--- src/rtl/sparc_exu_div_seq_if.sv ---
// ============================================================================
// Module      : sparc_exu_div_seq_if
// Description : Handshake and strobe bundle between ECL/datapath and the
//               EXU divide sequencer.
// Revision    : 1.0 - initial release
// ============================================================================
`default_nettype none

interface sparc_exu_div_seq_if;
    // ECL request side and datapath status flags
    logic ecl_div_req_e;
    logic ecl_div_div64_e;
    logic ecl_div_signed_e;
    logic ecl_div_kill;
    logic ecl_div_ack_g;
    logic div_ecl_dividend_msb;
    logic div_ecl_xin_msb_l;
    logic div_ecl_d_msb;
    logic div_ecl_x_msb;
    logic div_ecl_zero_rs2_e;
    logic div_ecl_upper33_zero;
    logic div_ecl_upper33_one;

    // Sequencer strobes and status
    logic div_ecl_rdy;
    logic ecl_div_ld_inputs;
    logic ecl_div_keepx;
    logic ecl_div_sel_adder;
    logic ecl_div_keep_d;
    logic ecl_div_almostlast_cycle;
    logic ecl_div_last_cycle;
    logic ecl_div_subtract_l;
    logic ecl_div_cin;
    logic ecl_div_newq;
    logic ecl_div_dividend_sign;
    logic ecl_div_xinmask;
    logic ecl_div_sel_64b;
    logic ecl_div_sel_u32;
    logic ecl_div_sel_pos32;
    logic ecl_div_sel_neg32;
    logic div_ecl_done_g;
    logic div_ecl_dzero_g;

    // Requester / datapath side
    modport master (
        output ecl_div_req_e, ecl_div_div64_e, ecl_div_signed_e, ecl_div_kill,
               ecl_div_ack_g, div_ecl_dividend_msb, div_ecl_xin_msb_l,
               div_ecl_d_msb, div_ecl_x_msb, div_ecl_zero_rs2_e,
               div_ecl_upper33_zero, div_ecl_upper33_one,
        input  div_ecl_rdy, ecl_div_ld_inputs, ecl_div_keepx, ecl_div_sel_adder,
               ecl_div_keep_d, ecl_div_almostlast_cycle, ecl_div_last_cycle,
               ecl_div_subtract_l, ecl_div_cin, ecl_div_newq,
               ecl_div_dividend_sign, ecl_div_xinmask, ecl_div_sel_64b,
               ecl_div_sel_u32, ecl_div_sel_pos32, ecl_div_sel_neg32,
               div_ecl_done_g, div_ecl_dzero_g
    );

    // Sequencer side
    modport slave (
        input  ecl_div_req_e, ecl_div_div64_e, ecl_div_signed_e, ecl_div_kill,
               ecl_div_ack_g, div_ecl_dividend_msb, div_ecl_xin_msb_l,
               div_ecl_d_msb, div_ecl_x_msb, div_ecl_zero_rs2_e,
               div_ecl_upper33_zero, div_ecl_upper33_one,
        output div_ecl_rdy, ecl_div_ld_inputs, ecl_div_keepx, ecl_div_sel_adder,
               ecl_div_keep_d, ecl_div_almostlast_cycle, ecl_div_last_cycle,
               ecl_div_subtract_l, ecl_div_cin, ecl_div_newq,
               ecl_div_dividend_sign, ecl_div_xinmask, ecl_div_sel_64b,
               ecl_div_sel_u32, ecl_div_sel_pos32, ecl_div_sel_neg32,
               div_ecl_done_g, div_ecl_dzero_g
    );
endinterface

`default_nettype wire

--- src/rtl/sparc_exu_div_seq.sv ---
// ============================================================================
// Module      : sparc_exu_div_seq
// Description : Sequencer for the EXU non-restoring divide datapath. Accepts
//               one divide at a time, issues per-cycle datapath strobes,
//               reports completion or divide-by-zero.
// Revision    : 1.0 - initial release
// ============================================================================
`default_nettype none

module sparc_exu_div_seq #(
    parameter int ITER = 64,
    parameter int CNTW = 7
) (
    input  wire               rclk,
    input  wire               arst_l,
    sparc_exu_div_seq_if.slave bus
);

    typedef enum logic [2:0] {
        ST_IDLE = 3'd0,
        ST_LOAD = 3'd1,
        ST_ITER = 3'd2,
        ST_FIX  = 3'd3,
        ST_WB   = 3'd4,
        ST_DONE = 3'd5,
        ST_DZ   = 3'd6
    } state_t;

    // Counter value on the penultimate iteration and the saturated exit value
    localparam logic [CNTW-1:0] c_cnt_last = CNTW'(ITER - 1);
    localparam logic [CNTW-1:0] c_cnt_iter = CNTW'(ITER);
    localparam logic [CNTW-1:0] c_cnt_one  = CNTW'(1);

    state_t          r_state;
    state_t          w_next_state;
    logic [CNTW-1:0] r_cnt;
    logic [CNTW-1:0] w_cnt_next;

    // Per-divide attributes latched at accept, range flags latched at FIX
    logic r_div64;
    logic r_signed;
    logic r_dividend_sign;
    logic r_x_neg;
    logic r_upper33_zero;
    logic r_upper33_one;

    logic w_rdy;
    logic w_ld_inputs;
    logic w_keepx;
    logic w_sel_adder;
    logic w_keep_d;
    logic w_almostlast;
    logic w_last;
    logic w_subtract_l;
    logic w_newq;
    logic w_xinmask;
    logic w_done;
    logic w_dzero;
    logic w_load_flags;
    logic w_fix_capture;
    logic w_sign_diff;
    logic w_q_nonneg;

    // State and iteration counter registers
    always_ff @(posedge rclk or negedge arst_l) begin
        if (!arst_l) begin
            r_state <= ST_IDLE;
            r_cnt   <= '0;
        end else begin
            r_state <= w_next_state;
            r_cnt   <= w_cnt_next;
        end
    end

    // Latch divide attributes on accept and quotient range flags at fixup
    always_ff @(posedge rclk or negedge arst_l) begin
        if (!arst_l) begin
            r_div64         <= 1'b1;
            r_signed        <= 1'b0;
            r_dividend_sign <= 1'b0;
            r_x_neg         <= 1'b0;
            r_upper33_zero  <= 1'b0;
            r_upper33_one   <= 1'b0;
        end else begin
            if (w_load_flags) begin
                r_div64         <= bus.ecl_div_div64_e;
                r_signed        <= bus.ecl_div_signed_e;
                r_dividend_sign <= bus.ecl_div_signed_e & bus.div_ecl_dividend_msb;
                r_x_neg         <= bus.ecl_div_signed_e & ~bus.div_ecl_xin_msb_l;
            end
            if (w_fix_capture) begin
                r_upper33_zero <= bus.div_ecl_upper33_zero;
                r_upper33_one  <= bus.div_ecl_upper33_one;
            end
        end
    end

    // Next-state, counter and per-cycle strobe decode; kill overrides everything
    always_comb begin
        w_next_state  = r_state;
        w_cnt_next    = r_cnt;
        w_rdy         = 1'b0;
        w_ld_inputs   = 1'b0;
        w_keepx       = 1'b1;
        w_sel_adder   = 1'b0;
        w_keep_d      = 1'b0;
        w_almostlast  = 1'b0;
        w_last        = 1'b0;
        w_subtract_l  = 1'b1;
        w_newq        = 1'b0;
        w_xinmask     = 1'b0;
        w_done        = 1'b0;
        w_dzero       = 1'b0;
        w_load_flags  = 1'b0;
        w_fix_capture = 1'b0;
        // Signs differ -> add divisor back; signs agree -> subtract
        w_sign_diff   = bus.div_ecl_d_msb ^ bus.div_ecl_x_msb;

        case (r_state)
            ST_IDLE: begin
                w_rdy      = 1'b1;
                w_cnt_next = '0;
                if (bus.ecl_div_req_e) begin
                    if (bus.div_ecl_zero_rs2_e) begin
                        w_next_state = ST_DZ;
                    end else begin
                        w_ld_inputs  = 1'b1;
                        w_keepx      = 1'b0;
                        w_xinmask    = bus.ecl_div_signed_e & ~bus.div_ecl_xin_msb_l;
                        w_load_flags = 1'b1;
                        w_next_state = ST_LOAD;
                    end
                end
            end
            ST_LOAD: begin
                w_sel_adder  = 1'b1;
                w_subtract_l = w_sign_diff;
                w_cnt_next   = c_cnt_one;
                w_next_state = ST_ITER;
            end
            ST_ITER: begin
                w_sel_adder  = 1'b1;
                w_subtract_l = w_sign_diff;
                w_newq       = ~w_sign_diff;
                if (r_cnt == c_cnt_last) begin
                    // X is cleared on this cycle so the fixup adds zero
                    w_almostlast = 1'b1;
                    w_cnt_next   = c_cnt_iter;
                    w_next_state = ST_FIX;
                end else begin
                    w_cnt_next = r_cnt + c_cnt_one;
                end
            end
            ST_FIX: begin
                w_last        = 1'b1;
                w_sel_adder   = 1'b1;
                w_keepx       = 1'b0;
                w_fix_capture = 1'b1;
                w_next_state  = ST_WB;
            end
            ST_WB: begin
                w_keep_d     = 1'b1;
                w_next_state = ST_DONE;
            end
            ST_DONE: begin
                w_done = 1'b1;
                if (bus.ecl_div_ack_g) begin
                    w_next_state = ST_IDLE;
                    w_cnt_next   = '0;
                end
            end
            ST_DZ: begin
                w_dzero = 1'b1;
                if (bus.ecl_div_ack_g) begin
                    w_next_state = ST_IDLE;
                    w_cnt_next   = '0;
                end
            end
            default: begin
                w_next_state = ST_IDLE;
                w_cnt_next   = '0;
            end
        endcase

        if (bus.ecl_div_kill) begin
            w_next_state  = ST_IDLE;
            w_cnt_next    = '0;
            w_ld_inputs   = 1'b0;
            w_keepx       = 1'b1;
            w_sel_adder   = 1'b0;
            w_keep_d      = 1'b0;
            w_almostlast  = 1'b0;
            w_last        = 1'b0;
            w_subtract_l  = 1'b1;
            w_newq        = 1'b0;
            w_xinmask     = 1'b0;
            w_done        = 1'b0;
            w_dzero       = 1'b0;
            w_load_flags  = 1'b0;
            w_fix_capture = 1'b0;
        end
    end

    // Quotient sign: in-range results follow the upper-33 flags, overflowed
    // results take the sign implied by the operand signs
    assign w_q_nonneg = r_upper33_zero |
                        (~r_upper33_one & ~(r_dividend_sign ^ r_x_neg));

    assign bus.div_ecl_rdy              = w_rdy;
    assign bus.ecl_div_ld_inputs        = w_ld_inputs;
    assign bus.ecl_div_keepx            = w_keepx;
    assign bus.ecl_div_sel_adder        = w_sel_adder;
    assign bus.ecl_div_keep_d           = w_keep_d;
    assign bus.ecl_div_almostlast_cycle = w_almostlast;
    assign bus.ecl_div_last_cycle       = w_last;
    assign bus.ecl_div_subtract_l       = w_subtract_l;
    assign bus.ecl_div_cin              = ~w_subtract_l;
    assign bus.ecl_div_newq             = w_newq;
    assign bus.ecl_div_dividend_sign    = r_dividend_sign;
    assign bus.ecl_div_xinmask          = w_xinmask;
    assign bus.div_ecl_done_g           = w_done;
    assign bus.div_ecl_dzero_g          = w_dzero;

    // Result select is decoded from latched flags so it is one-hot every cycle
    assign bus.ecl_div_sel_64b   = r_div64;
    assign bus.ecl_div_sel_u32   = ~r_div64 & ~r_signed;
    assign bus.ecl_div_sel_pos32 = ~r_div64 &  r_signed &  w_q_nonneg;
    assign bus.ecl_div_sel_neg32 = ~r_div64 &  r_signed & ~w_q_nonneg;

endmodule

`default_nettype wire

--- src/flat_wrapper.sv ---
// flat-port wrapper written by rule: the top's interface ports become plain ports
module sparc_exu_div_seq_flat 
#(
    parameter int ITER = 64,
    parameter int CNTW = 7
)
  (rclk, arst_l, bus_ecl_div_req_e, bus_ecl_div_div64_e, bus_ecl_div_signed_e, bus_ecl_div_kill, bus_ecl_div_ack_g, bus_div_ecl_dividend_msb, bus_div_ecl_xin_msb_l, bus_div_ecl_d_msb, bus_div_ecl_x_msb, bus_div_ecl_zero_rs2_e, bus_div_ecl_upper33_zero, bus_div_ecl_upper33_one, bus_div_ecl_rdy, bus_ecl_div_ld_inputs, bus_ecl_div_keepx, bus_ecl_div_sel_adder, bus_ecl_div_keep_d, bus_ecl_div_almostlast_cycle, bus_ecl_div_last_cycle, bus_ecl_div_subtract_l, bus_ecl_div_cin, bus_ecl_div_newq, bus_ecl_div_dividend_sign, bus_ecl_div_xinmask, bus_ecl_div_sel_64b, bus_ecl_div_sel_u32, bus_ecl_div_sel_pos32, bus_ecl_div_sel_neg32, bus_div_ecl_done_g, bus_div_ecl_dzero_g);
  sparc_exu_div_seq_if bus_i ();
  input  wire rclk;
  input  wire arst_l;
  input wire logic [$bits(bus_i.ecl_div_req_e)-1:0] bus_ecl_div_req_e;
  input wire logic [$bits(bus_i.ecl_div_div64_e)-1:0] bus_ecl_div_div64_e;
  input wire logic [$bits(bus_i.ecl_div_signed_e)-1:0] bus_ecl_div_signed_e;
  input wire logic [$bits(bus_i.ecl_div_kill)-1:0] bus_ecl_div_kill;
  input wire logic [$bits(bus_i.ecl_div_ack_g)-1:0] bus_ecl_div_ack_g;
  input wire logic [$bits(bus_i.div_ecl_dividend_msb)-1:0] bus_div_ecl_dividend_msb;
  input wire logic [$bits(bus_i.div_ecl_xin_msb_l)-1:0] bus_div_ecl_xin_msb_l;
  input wire logic [$bits(bus_i.div_ecl_d_msb)-1:0] bus_div_ecl_d_msb;
  input wire logic [$bits(bus_i.div_ecl_x_msb)-1:0] bus_div_ecl_x_msb;
  input wire logic [$bits(bus_i.div_ecl_zero_rs2_e)-1:0] bus_div_ecl_zero_rs2_e;
  input wire logic [$bits(bus_i.div_ecl_upper33_zero)-1:0] bus_div_ecl_upper33_zero;
  input wire logic [$bits(bus_i.div_ecl_upper33_one)-1:0] bus_div_ecl_upper33_one;
  output wire logic [$bits(bus_i.div_ecl_rdy)-1:0] bus_div_ecl_rdy;
  output wire logic [$bits(bus_i.ecl_div_ld_inputs)-1:0] bus_ecl_div_ld_inputs;
  output wire logic [$bits(bus_i.ecl_div_keepx)-1:0] bus_ecl_div_keepx;
  output wire logic [$bits(bus_i.ecl_div_sel_adder)-1:0] bus_ecl_div_sel_adder;
  output wire logic [$bits(bus_i.ecl_div_keep_d)-1:0] bus_ecl_div_keep_d;
  output wire logic [$bits(bus_i.ecl_div_almostlast_cycle)-1:0] bus_ecl_div_almostlast_cycle;
  output wire logic [$bits(bus_i.ecl_div_last_cycle)-1:0] bus_ecl_div_last_cycle;
  output wire logic [$bits(bus_i.ecl_div_subtract_l)-1:0] bus_ecl_div_subtract_l;
  output wire logic [$bits(bus_i.ecl_div_cin)-1:0] bus_ecl_div_cin;
  output wire logic [$bits(bus_i.ecl_div_newq)-1:0] bus_ecl_div_newq;
  output wire logic [$bits(bus_i.ecl_div_dividend_sign)-1:0] bus_ecl_div_dividend_sign;
  output wire logic [$bits(bus_i.ecl_div_xinmask)-1:0] bus_ecl_div_xinmask;
  output wire logic [$bits(bus_i.ecl_div_sel_64b)-1:0] bus_ecl_div_sel_64b;
  output wire logic [$bits(bus_i.ecl_div_sel_u32)-1:0] bus_ecl_div_sel_u32;
  output wire logic [$bits(bus_i.ecl_div_sel_pos32)-1:0] bus_ecl_div_sel_pos32;
  output wire logic [$bits(bus_i.ecl_div_sel_neg32)-1:0] bus_ecl_div_sel_neg32;
  output wire logic [$bits(bus_i.div_ecl_done_g)-1:0] bus_div_ecl_done_g;
  output wire logic [$bits(bus_i.div_ecl_dzero_g)-1:0] bus_div_ecl_dzero_g;
  assign bus_i.ecl_div_req_e = bus_ecl_div_req_e;
  assign bus_i.ecl_div_div64_e = bus_ecl_div_div64_e;
  assign bus_i.ecl_div_signed_e = bus_ecl_div_signed_e;
  assign bus_i.ecl_div_kill = bus_ecl_div_kill;
  assign bus_i.ecl_div_ack_g = bus_ecl_div_ack_g;
  assign bus_i.div_ecl_dividend_msb = bus_div_ecl_dividend_msb;
  assign bus_i.div_ecl_xin_msb_l = bus_div_ecl_xin_msb_l;
  assign bus_i.div_ecl_d_msb = bus_div_ecl_d_msb;
  assign bus_i.div_ecl_x_msb = bus_div_ecl_x_msb;
  assign bus_i.div_ecl_zero_rs2_e = bus_div_ecl_zero_rs2_e;
  assign bus_i.div_ecl_upper33_zero = bus_div_ecl_upper33_zero;
  assign bus_i.div_ecl_upper33_one = bus_div_ecl_upper33_one;
  assign bus_div_ecl_rdy = bus_i.div_ecl_rdy;
  assign bus_ecl_div_ld_inputs = bus_i.ecl_div_ld_inputs;
  assign bus_ecl_div_keepx = bus_i.ecl_div_keepx;
  assign bus_ecl_div_sel_adder = bus_i.ecl_div_sel_adder;
  assign bus_ecl_div_keep_d = bus_i.ecl_div_keep_d;
  assign bus_ecl_div_almostlast_cycle = bus_i.ecl_div_almostlast_cycle;
  assign bus_ecl_div_last_cycle = bus_i.ecl_div_last_cycle;
  assign bus_ecl_div_subtract_l = bus_i.ecl_div_subtract_l;
  assign bus_ecl_div_cin = bus_i.ecl_div_cin;
  assign bus_ecl_div_newq = bus_i.ecl_div_newq;
  assign bus_ecl_div_dividend_sign = bus_i.ecl_div_dividend_sign;
  assign bus_ecl_div_xinmask = bus_i.ecl_div_xinmask;
  assign bus_ecl_div_sel_64b = bus_i.ecl_div_sel_64b;
  assign bus_ecl_div_sel_u32 = bus_i.ecl_div_sel_u32;
  assign bus_ecl_div_sel_pos32 = bus_i.ecl_div_sel_pos32;
  assign bus_ecl_div_sel_neg32 = bus_i.ecl_div_sel_neg32;
  assign bus_div_ecl_done_g = bus_i.div_ecl_done_g;
  assign bus_div_ecl_dzero_g = bus_i.div_ecl_dzero_g;
  sparc_exu_div_seq #(.ITER(ITER), .CNTW(CNTW)) u_core (.rclk(rclk), .arst_l(arst_l), .bus(bus_i));
endmodule
--- config.mk ---
export PLATFORM = sky130hd
export DESIGN_NAME = sparc_exu_div_seq_flat
export DESIGN_NICKNAME = d
export VERILOG_FILES = /design/src/rtl/sparc_exu_div_seq_if.sv /design/src/rtl/sparc_exu_div_seq.sv /design/src/flat_wrapper.sv
export SDC_FILE = /design/constraint.sdc
export NUM_CORES = 1
export LEC_CHECK = 0
export BUFFER_PORTS_ARGS = -buffer_cell sky130_fd_sc_hd__buf_2
export CELL_PAD_IN_SITES_DETAIL_PLACEMENT = 1
export CELL_PAD_IN_SITES_GLOBAL_PLACEMENT = 1
export CORE_AREA = 4 4 61 63
export CTS_CLUSTER_SIZE = 10
export DETAILED_ROUTE_END_ITERATION = 10
export DIE_AREA = 0 0 65 67
export HOLD_SLACK_MARGIN = 0.06
export PLACE_DENSITY = 0.73
export REMOVE_ABC_BUFFERS = 1
export SYNTH_ARGS = -nofsm -noshare
export SYNTH_HDL_FRONTEND = slang
export SYNTH_SLANG_ARGS = --single-unit
--- constraint.sdc ---
create_clock -name rclk -period 1.84 [get_ports rclk]
set_clock_uncertainty 0.2 [all_clocks]
set_input_delay 0.368 -clock rclk [delete_from_list [all_inputs] [get_ports rclk]]
set_output_delay 0.368 -clock rclk [all_outputs]
set_load 0.01 [all_outputs]
Word-level counts from Yosys, hierarchy flattened
Cells that the tools add are included.
Storage, ports and cells
  word-level logic and storage cells: 85
  register bits: 16
  input port bits: 14
  output and inout bits: 18
Operators by class
  $add $sub $neg: 1
  multiplexer cells: 40
  bitwise logic cells: 18
  reductions and logical operators: 7
  equality and inequality tests: 11
Operator list (count)
  $mux W1: 29
  $pmux W7 S4: 1
  $mux W7: 3
  $pmux W3 S6: 1
  $mux W3: 5
  $eq A3 B3 Y1 const B: 3
  $not A1 Y1: 8
  $add A7 B1 Y7 const B: 1
  $and A1 B1 Y1: 7
  $eq A7 B6 Y1 const B: 1
  $eq A3 B2 Y1 const B: 2
  $reduce_or A2 Y1: 3
  $eq A3 B1 Y1 const B: 1
  $logic_not A3 Y1: 1
  $ne A3 B1 Y1 const B: 1
  $ne A3 B2 Y1 const B: 1
  $ne A3 B3 Y1 const B: 1
  $reduce_and A3 Y1: 1
  $reduce_or A3 Y1: 1
  $ne A2 B1 Y1 const B: 1
  $pmux W1 S2: 1
  $reduce_and A2 Y1: 1
  $xor A1 B1 Y1: 2
  $or A1 B1 Y1: 1

Logic depth before layout (Yosys ltp)
Gate-level depths: netlist of the first run.
  depth in word-level cells: 6
  gate-level depth with buffers: 6
  depth with buffers taken out: 5

Worst setup path before layout of the first run
Ideal clock, no wire load.
  path type: reg-to-output
  from: register u_core.r_state[2]
  to: output port bus_ecl_div_xinmask
  stages on the path, launching flop included: 5
  data arrival time: 1.493 ns
  data required time: 1.272 ns
  slack: -0.221 ns
  path through: dfrtp_1 -> clkbuf_1 -> nor3_1 -> nand3b_1 -> nor3b_1
On the way
  longest elaborated chain between the ends: 3
Ends and longest elaborated chain
  from (decl): line sparc_exu_div_seq.sv:34  | state_t r_state;
  from (signal assigned): line sparc_exu_div_seq.sv:70  | r_state <= w_next_state;
  $logic_not A3 Y1: line sparc_exu_div_seq.sv:119  | case (r_state)
  $mux W1: line sparc_exu_div_seq.sv:119
  $mux W1: line sparc_exu_div_seq.sv:185  | if (bus.ecl_div_kill) begin
  to (decl): line flat_wrapper.sv:34  | output wire logic [$bits(bus_i.ecl_div_xinmask)-1:0] bus_ecl_div_xinmask;
Every way passes these cells.

Final worst setup path of the first run
  from: register u_core.r_state[2]
  to: output port bus_ecl_div_newq
On the way
  longest elaborated chain between the ends: 3
Ends and longest elaborated chain
  $eq A3 B2 Y1: line sparc_exu_div_seq.sv:119
  $mux W1: line sparc_exu_div_seq.sv:119
  $mux W1: line sparc_exu_div_seq.sv:185
  to (decl): line flat_wrapper.sv:32  | output wire logic [$bits(bus_i.ecl_div_newq)-1:0] bus_ecl_div_newq;
Every way passes these cells.

==> flow_summary.yaml, run 1 <==
global_route:
  gr-usage-met3_pct: 3.04
  grt.overflow.total: 0
  grt_util_met1_pct: 21.7
  grt.total_usage_pct: 17.8
  grt-busiest-layer: "met2"
  grt_pass1_vias: 1258
  grt_max_degree: 17
  grt_pass1_wl_um: 5940
  antenna_found_initial: 0
  met2_usage_pct: 31.3
routing:
  routedWlPerCell_um: 16.6
  dr.pass1.iters: 4
  final_antenna_net_count: 0
  first_iter_violations: 18
  vias: 1179
  finalWirelength_um: 3880
  drt-vias-per-instance: 5.04
  route.detailed.drc: 0
cts:
  clockRootBuffer: "clkbuf_4"
  path_clk_slew_ns: 0.10
  clk_path_buf_depth: 2
  clock_latency_ns: 0.30
  htree_levels: 1
  cts_buffers: 3
  cts.sinks: 16
  cts_tree: "built"
timing:
  fmax_mhz: 456
  layout_min_cycle_time_ns: 2.19
  slew_violations: 0
  final_hold_viol_count: 0
  worst_slack_ns: -0.353
  rsz0062_at_grt: "true"
  setup_violations: 18
  worstMarginPinSlew_ns: 0.388
  maxSlewHeadroom_pct: 74.1
  fin_crit_sh_pct: 119
setup_path:
  crit_required_ns: 1.27
  crit_top_cell: "buf_6"
  critical_path.max_stage_delay_ns: 0.56
  cp-start-kind: "flip-flop"
  endpoint_kind: "primary output"
  path_class: "reg2out"
  crit_chain: "or4b_4, buf_6, nor2_4, buf_6"
  crit_fanout: 3
  worst-endpoint-arrival_ns: 1.63
  slowest_stage: "or4b_4"
status:
  status: "finished, violations left"
  violations: "negative setup slack"
logic_synthesis:
  netlist_instances: 115
  ys_ff_latch: 16
  netlist_area_sq_um: 972
  avgSynthCellArea_sq_um: 8.45
  synthTopCellsByArea: "dfrtp_1, nor2_1, nand2_1, a21oi_1, nand2b_1"
  yosysMostFrequentCell: "nor2_1"
  yosys-top-cells-count: "nor2_1, dfrtp_1, nand2_1"
  synth-main-ff-cell: "dfrtp_1"
  yosysTopAreaCell: "dfrtp_1"
  synth.yosys.seq_area_share_pct: 41.3
  synth_top_area_share_pct: 38.6
  ys_warn_count: 0
  synth.distinct_cells: 38
  synth-async-reset-ratio_pct: 100
  synth_edf_count: 0
layout:
  nFillCells: 372
  fin_cells: 234
  drive_gt1_share_pct: 58.5
  syn2layout_area_growth_pct: 81.6
  final_nets: 204
  n_antenna_cell: 0
die:
  row_count: 21
  ios: 32
  chipHeight_um: 67
  die_area_sq_um: 4360
  start_util_pct: 30.1
  core-area_sq_um: 3230
  die_x_um: 65
pwr:
  p_leak_uw: 0.000859
  power.density_nw_per_um2: 1050
  ir_worst_vdd_mv: 0.445
min_path:
  hold_class: "in2reg"
placement:
  place_inst: 211
  io_buffer_count: 31
  dp_hpwl_um: 2440
  dp_slack_ns: -0.204
  globalplace.congestion: 0.836
run:
  max_cap_viol_count: 0
layout make-up:
class	count	area, sq um	share of cell area [%]
multi-input cells	90	691	39.1
clock buffers	4	36.3	2.06
repair buffers	74	561	31.8
inverters	4	17.5	0.992
well taps	46	57.6	3.26
flip-flops and latches	16	403	22.8
cells by family after synthesis:
kind of cell	share of synthesized area, %
adder cells (fa/ha/maj)	1.29
AO/OA/AOI/OAI	21.4
flip-flops	41.3
buffers and inverters	3.60
AND/OR/NAND/NOR	27.4
multiplexers	2.32
XOR/XNOR	2.70
stage by stage:
stage | setup TNS, ns | total power, uW | utilization, % | hold slack (ns) | area (sq um)
global route | -4.97 | 1970 | 54.6 | 0.0985 | 1770
floorplan | -0.657 | 880 | - | -0.128 | 952
finish | -3.82 | 1850 | 54.6 | 0.0932 | 1770
CTS | -3.46 | 1670 | 49.9 | 0.0962 | 1610
detailed placement | -1.37 | 1220 | 41.6 | 0.109 | 1350
global placement | -1.13 | 1180 | 41.6 | 0.107 | 1350
placed cells by master (no fill, tap or decap), types with 3 or more instances in the layout:
cell type | Yosys | routed
buf_2 | 1 | 27
nor3_2 | 0 | 3
nor2_1 | 19 | 10
nor2_4 | 0 | 4
dfrtp_1 | 15 | 14
a21oi_1 | 7 | 6
inv_1 | 4 | 3
clkbuf_4 | 0 | 3
nor2_2 | 0 | 5
o21ai_1 | 0 | 4
nand2_1 | 12 | 11
buf_4 | 0 | 27
nand2b_1 | 5 | 4
buf_6 | 0 | 18
routing by layer:
layer | vias up | part of all wire, % | wire, um
li1 | 555 | - | -
met5 | - | 0 | 0
met4 | 0 | 2.2 | 87
met2 | 45 | 50 | 1940
met3 | 10 | 6.4 | 249
met1 | 569 | 41 | 1610
repair_timing:
item	CTS	global route
setup endpoints to repair	19	23
gates cloned	0	0
buffers inserted	12	9
pin swaps	11	11
gates resized for setup	32	32
hold buffers	2	0
hold endpoints to repair	16	0
path summary, 6_finish.rpt:
| kind | slack (ns) | from | cells after the start | endpoint |
|---|---|---|---|---|
| max in group asynchronous | 0.81 | arst_l | 2 | u_core.bus.ecl_div_sel_64b$_DFFE_PN1P_ |
| setup / recovery | -0.35 | u_core.r_state[2]$_DFFE_PN0P_ | 4 | bus_ecl_div_newq |
| hold reg to reg | 0.29 | u_core.bus.ecl_div_sel_64b$_DFFE_PN1P_ | 2 | u_core.bus.ecl_div_sel_64b$_DFFE_PN1P_ |
| min in group asynchronous | 0.32 | arst_l | 2 | u_core.bus.ecl_div_dividend_sign$_DFFE_PN0P_ |
| setup reg to reg | -0.22 | u_core.r_state[2]$_DFFE_PN0P_ | 6 | u_core.r_cnt[5]$_DFFE_PN0P_ |
| hold / removal | 0.09 | bus_div_ecl_upper33_zero | 2 | u_core.r_upper33_zero$_DFFE_PN0P_ |
flip-flops by register name (all words and copies together), names as in the netlist:
| register | cells |
|---|---|
| u_core.bus.ecl_div_dividend_sign | 1 |
| u_core.r_signed | 1 |
| u_core.r_upper33_one | 1 |
| u_core.bus.ecl_div_sel_64b | 1 |
| u_core.r_x_neg | 1 |
| u_core.r_cnt | 7 |
| u_core.r_state | 3 |
| u_core.r_upper33_zero | 1 |
worst max-delay path, delay by kind of cell, from the launching register on:
| kind | cells | cell delay, ns |
|---|---|---|
| flops | 1 | 0.44 |
| buf+inv | 2 | 0.24 |
| simple gates | 2 | 0.63 |
where the power goes:
| part | internal, uW | switching [uW] |
|---|---|---|
| Sequential | 449 | 84.8 |
| Clock | 121 | 125 |
| Combinational | 573 | 499 |
| Total | 1140 | 709 |
Note: power is estimated with default switching activity, not from simulation.
==> run 2, diff against run 1 <==
--- a/config.mk
+++ b/config.mk
@@ -15,6 +15,7 @@
 export HOLD_SLACK_MARGIN = 0.06
 export PLACE_DENSITY = 0.73
 export REMOVE_ABC_BUFFERS = 1
+export SKIP_LAST_GASP = 1
 export SYNTH_ARGS = -nofsm -noshare
 export SYNTH_HDL_FRONTEND = slang
 export SYNTH_SLANG_ARGS = --single-unit
==> run 2 against run 1 <==
The flow still finishes with violations (negative setup slack); via count down 0.76%; routed wire length is 0.10% lower; sequential share of layout area up 0.53 points.
==> flow_summary.yaml, run 2 (synthesis gave the netlist of run 1 again) <==
pwr:
  power.density_nw_per_um2: 1050
  ir_worst_vdd_mv: 0.452
  p_leak_uw: 0.000843
timing:
  layout_min_cycle_time_ns: 2.17
  worst_slack_ns: -0.332
  fmax_mhz: 460
  setup_violations: 18
  rsz0062_at_grt: "true"
  worstMarginPinSlew_ns: 0.377
  maxSlewHeadroom_pct: 74.9
  tns_ns: -4.12
  slew_violations: 0
  final_hold_viol_count: 0
  fin_crit_sh_pct: 118
routing:
  route.detailed.drc: 0
  drt-vias-per-instance: 5.04
  wl_met2_um: 2030
  routedWlPerCell_um: 16.7
  dr.max_layer_used: "met4"
  finalWirelength_um: 3880
  vias: 1170
  final_antenna_net_count: 0
  first_iter_violations: 16
  wl_met1_um: 1600
  dr.pass1.iters: 4
  wl_met3_um: 209
setup_path:
  crit_required_ns: 1.27
  crit_chain: "or4b_4, buf_6, nor2_4, buf_6"
  worst-path-buf-inv: 2
  crit_fanout: 3
  worst-endpoint-arrival_ns: 1.60
  critical_path.max_stage_delay_ns: 0.54
  endpoint_kind: "primary output"
  slowest_stage: "or4b_4"
  path_delay_family: "simple AND/OR/NAND/NOR gates"
  cp-start-kind: "flip-flop"
  crit_top_cell: "buf_6"
  path_class: "reg2out"
cts:
  cts_tree: "built"
  clockRootBuffer: "clkbuf_4"
  clock_latency_ns: 0.29
  path_clk_slew_ns: 0.10
  cts_buffers: 3
  htree_levels: 1
  cts.sinks: 16
  clk_path_buf_depth: 2
layout:
  register_area_sq_um: 403
  largestRegisters: "u_core.r_cnt (7), u_core.r_state (3)"
  n_antenna_cell: 0
  final_cell_mix: "buf_2, buf_4, buf_6"
  multiInputGateArea_sq_um: 679
  nFillCells: 393
  drive_gt1_share_pct: 56.5
  final_common_cell: "buf_2"
  fin_util_pct: 53.4
  postLayoutCellArea_sq_um: 1730
  largest_reg_flops: 7
  final_nets: 202
  syn2layout_area_growth_pct: 77.5
  regMostFlops: "u_core.r_cnt"
die:
  chipHeight_um: 67
  core-area_sq_um: 3230
  ios: 32
  row_count: 21
  start_util_pct: 30.1
  die_x_um: 65
  die_area_sq_um: 4360
status:
  violations: "negative setup slack"
  status: "finished, violations left"
global_route:
  grt.overflow.total: 0
  grt_pass1_vias: 1259
  grt_pass1_wl_um: 5920
  grt_max_degree: 17
  antenna_found_initial: 0
  grt.total_usage_pct: 17.6
placement:
  globalplace.congestion: 0.836
  dpl-instance-area_sq_um: 1350
  dp_hpwl_um: 2440
  io_buffer_count: 31
run:
  max_cap_viol_count: 0
min_path:
  hold_class: "in2reg"
## run 2: cell types whose count changed in the layout (fill, tap and decap cells not counted), moves of 2 or more
cell | previous run | this run
buf_6 | 18 | 15
o21ai_0 | 0 | 2
nor2_4 | 4 | 2
nor2_1 | 10 | 12
o21ai_1 | 4 | 2
## run 2: path summary, 6_finish.rpt
check	slack (ns)	to	cells after the start	from
max reg2reg	-0.30	u_core.r_cnt[5]$_DFFE_PN0P_	7	u_core.r_state[0]$_DFFE_PN0P_
max in group asynchronous	0.81	u_core.bus.ecl_div_sel_64b$_DFFE_PN1P_	2	arst_l
max	-0.33	bus_ecl_div_newq	4	u_core.r_state[0]$_DFFE_PN0P_
min reg2reg	0.28	u_core.bus.ecl_div_sel_64b$_DFFE_PN1P_	2	u_core.bus.ecl_div_sel_64b$_DFFE_PN1P_
min in group asynchronous	0.32	u_core.r_upper33_one$_DFFE_PN0P_	2	arst_l
min	0.1	u_core.r_upper33_zero$_DFFE_PN0P_	2	bus_div_ecl_upper33_zero
## run 2: layer usage
layer | global-route usage, % | up-vias
met4 | 8.44 | 0
met2 | 31.3 | 44
met5 | 0 | -
li1 | - | 551
met3 | 2.36 | 4
met1 | 20.8 | 571
## run 2: layout make-up
cell class	instances	area share, %
Clock buffer	4	2.10
Timing Repair Buffer	72	30.8
Inverter	4	1.02
Multi-Input combinational cell	90	39.4
Sequential cell	16	23.4
Tap cell	46	3.34
## run 2: through the flow
step	instances	total power [uW]	worst slack (ns)	hold slack (ns)
2_1_floorplan	110	880	-0.238	-0.128
3_3_place_gp	211	1180	-0.136	0.107
3_5_place_dp	211	1220	-0.204	0.109
4_1_cts	228	1660	-0.335	0.0962
5_1_grt	232	1930	-0.411	0.104
6_report	232	1820	-0.332	0.0991
## run 2: timing repair
item,CTS,global route
resized for setup,25,29
buffers inserted,12,5
setup endpoints to repair,19,23
hold buffers,2,0
hold endpoints to repair,16,0
pin swaps,10,9
## run 2: report_power, final
part,total (uW),internal [uW],switching (uW),leakage (uW)
registers,529,449,80.3,0.000210
logic,1050,550,496,0.000612
clock network,241,121,120,0.0000210
total,1820,1120,697,0.000843
## run 2: worst register-to-register path, stage by stage, from the launching register on
cell     delay [ns]
dfrtp_1        0.45
or4b_4         0.54
buf_4          0.16
buf_6          0.11
buf_6          0.11
a41oi_4        0.21
a41oi_2        0.14
a31oi_1        0.16
==> run 3, diff against run 2 <==
--- a/config.mk
+++ b/config.mk
@@ -5,15 +5,16 @@
 export SDC_FILE = /design/constraint.sdc
 export NUM_CORES = 1
 export LEC_CHECK = 0
+export ABC_AREA = 1
 export BUFFER_PORTS_ARGS = -buffer_cell sky130_fd_sc_hd__buf_2
 export CELL_PAD_IN_SITES_DETAIL_PLACEMENT = 1
 export CELL_PAD_IN_SITES_GLOBAL_PLACEMENT = 1
-export CORE_AREA = 4 4 61 63
+export CORE_AREA = 4 4 63 65
 export CTS_CLUSTER_SIZE = 10
 export DETAILED_ROUTE_END_ITERATION = 10
-export DIE_AREA = 0 0 65 67
+export DIE_AREA = 0 0 67 69
 export HOLD_SLACK_MARGIN = 0.06
-export PLACE_DENSITY = 0.73
+export PLACE_DENSITY = 0.74
 export REMOVE_ABC_BUFFERS = 1
 export SKIP_LAST_GASP = 1
 export SYNTH_ARGS = -nofsm -noshare
==> run 3 against run 2 <==
Flip-flop and latch count is the same; register-to-register slack gained 0.44 ns; global-route usage shrank 0.24 points; synthesized cell count grew 30%; the flow still finishes with violations (negative setup slack); critical endpoint is now bus_ecl_div_xinmask; sequential share of layout area grew 1.5 points; cell area shrank 5.7%; sequential power grew 8.1%; die area grew 6.2%.
==> flow_summary.yaml, run 3 <==
status:
  status: "finished, violations left"
  violations: "negative setup slack"
cts:
  cts_buffers: 3
  clock_latency_ns: 0.30
  clk_path_buf_depth: 2
  cts.sinks: 16
  path_clk_slew_ns: 0.10
  htree_levels: 1
  clockRootBuffer: "clkbuf_4"
  cts_tree: "built"
setup_path:
  endpoint: "bus_ecl_div_xinmask"
  path_delay_family: "flip-flops"
  worst-path-buf-inv: 3
  critPathLaunch: "u_core.r_state[0]$_DFFE_PN0P_"
  slowest_stage: "dfrtp_2"
  crit_chain: "nor2_4, nand2_2, inv_2, nand2_2, inv_2, nand2_2, nor2_1, buf_2"
  crit_required_ns: 1.27
  path_class: "reg2out"
  cp-start-kind: "flip-flop"
  reg2reg_depth: 8
  worstReg2RegEnd: "u_core.r_state[0]$_DFFE_PN0P_"
  endpoint_kind: "primary output"
  r2r-start: "u_core.r_cnt[0]$_DFFE_PN0P_"
  worst-endpoint-arrival_ns: 1.49
  crit_top_cell: "nand2_2"
  path_depth: 8
  critical_path.max_stage_delay_ns: 0.46
  crit_fanout: 5
  r2r_setup_slack_ns: 0.14
layout:
  postLayoutCellArea_sq_um: 1630
  syn2layout_area_growth_pct: 56.9
  fin_util_pct: 48.8
  nFillCells: 444
  final_common_cell: "nand2_1"
  drive_gt1_share_pct: 44.5
  fin_cells: 264
  largestRegisters: "u_core.r_cnt (7), u_core.r_state (3)"
  n_antenna_cell: 0
  regMostFlops: "u_core.r_cnt"
  final_cell_mix: "nand2_1, buf_4, buf_2"
  final_nets: 234
  largest_reg_flops: 7
pwr:
  finalPower_uw: 2100
  p_leak_uw: 0.000906
  ir_worst_vdd_mv: 0.676
  power.density_nw_per_um2: 1290
timing:
  maxSlewHeadroom_pct: 75.0
  final_hold_viol_count: 0
  fmax_mhz: 486
  tns_ns: -1.46
  rsz0062_at_grt: "true"
  fin_crit_sh_pct: 112
  setup_violations: 12
  worst_slack_ns: -0.220
  layout_min_cycle_time_ns: 2.06
  worstMarginPinSlew_ns: 0.375
  slew_violations: 0
die:
  core-area_sq_um: 3340
  die_area_sq_um: 4620
  start_util_pct: 31.1
  row_count: 21
  ios: 32
  chipHeight_um: 69
  die_x_um: 67
placement:
  globalplace.congestion: 0.839
  io_buffer_count: 31
  place_inst: 233
  dp_hpwl_um: 2560
  dpl-instance-area_sq_um: 1290
logic_synthesis:
  avgSynthCellArea_sq_um: 6.91
  synth_compound_area_share_pct: 6.88
  synth-xor-area-share_pct: 1.69
  synthAdderAreaFrac_pct: 1.21
  synth_top_area_share_pct: 36.2
  synth-async-reset-ratio_pct: 100
  yosysMostFrequentCell: "nand2_1"
  synth-main-ff-cell: "dfrtp_1"
  synth_edf_count: 0
  netlist_instances: 150
  synthTopCellsByArea: "dfrtp_1, nand2_1, nand3_1, inv_1, nor2_1"
  yosysTopAreaCell: "dfrtp_1"
  synth.distinct_cells: 23
  ys_warn_count: 0
  yosys.area_share.simple_pct: 42.1
  synth.yosys.seq_area_share_pct: 38.7
  synth_top_family_by_area: "simple AND/OR/NAND/NOR gates"
  netlist_area_sq_um: 1040
  ys_ff_latch: 16
  yosys-top-cells-count: "nand2_1, nand3_1, inv_1"
  synthMuxAreaShare_pct: 1.09
routing:
  final_antenna_net_count: 0
  vias: 1254
  route.detailed.drc: 0
  drt-vias-per-instance: 4.75
  routedWlPerCell_um: 15.7
  first_iter_violations: 29
  finalWirelength_um: 4150
  dr.pass1.iters: 4
run:
  max_cap_viol_count: 0
global_route:
  antenna_found_initial: 0
  grt_max_degree: 17
  grt_pass1_wl_um: 6230
  grt.overflow.total: 0
  grt.total_usage_pct: 17.4
  grt_pass1_vias: 1338
min_path:
  hold_class: "in2reg"
==> run 3: changes by cell type after synthesis, moves of 4 or more <==
cell,delta
clkbuf_1,-4
nand3_1,+16
inv_1,+14
nand2b_1,-5
a21oi_1,-4
nand2_1,+36
==> run 3: worst min-delay path by stage <==
stage                                         from                                            to  cells after the start
after global routing       bus_div_ecl_upper33_one              u_core.r_upper33_one$_DFFE_PN0P_                      2
after floorplan                             arst_l  u_core.bus.ecl_div_dividend_sign$_DFFE_PN0P_                      0
final                      bus_div_ecl_upper33_one              u_core.r_upper33_one$_DFFE_PN0P_                      2
after global placement                      arst_l                   u_core.r_cnt[6]$_DFFE_PN0P_                      1
after CTS                 bus_div_ecl_upper33_zero             u_core.r_upper33_zero$_DFFE_PN0P_                      3
after detailed placement                    arst_l                   u_core.r_cnt[6]$_DFFE_PN0P_                      1
==> run 3: repair_timing <==
action	4_1_cts	5_1_grt
hold buffers	3	0
pin swaps	8	6
setup buffers	15	9
gates resized for setup	19	8
endpoints found under the setup margin	12	13
endpoints found under the hold margin	17	0
==> run 3: kinds of logic (layout without fill, tap and decap cells) <==
logic type | count (synthesis) | in the layout
buffers and inverters | 21 | 89
adders and majority gates | 1 | 1
xor gates and xnor gates | 2 | 2
DFF | 16 | 16
muxes | 1 | 1
and+or+nand+nor | 96 | 96
AOI/OAI and AO/OA | 13 | 13
==> run 3: where the power goes <==
part	switching [uW]	internal [uW]
Clock	124	121
Sequential	105	467
Combinational	695	583
==> run 3: per-stage QoR <==
| stage | setup slack, ns | hold WS, ns |
|---|---|---|
| after global routing | -0.365 | 0.0970 |
| after global placement | 0.102 | 0.103 |
| after floorplan | 0.0384 | -0.128 |
| final | -0.220 | 0.0998 |
| after CTS | -0.150 | 0.0915 |
| after detailed placement | 0.0372 | 0.104 |
==> run 3: area by class of cell <==
class,instances,area (sq um),share of cell area [%]
tap,46,57.6,3.54
multi-input combinational,113,606,37.2
sequential,16,404,24.8
clock buffer,4,36.3,2.23
inverter,20,77.6,4.77
timing repair buffer,65,447,27.4
==> run 3: layer usage <==
metal / vias up / global-route usage, % / share of wire [%]
li1: 607 / - / -
met2: 24 / 32.8 / 55
met1: 618 / 18.9 / 40
met5: - / 0 / 0
met4: 0 / 3.83 / 0.82
met3: 5 / 4.06 / 4.0
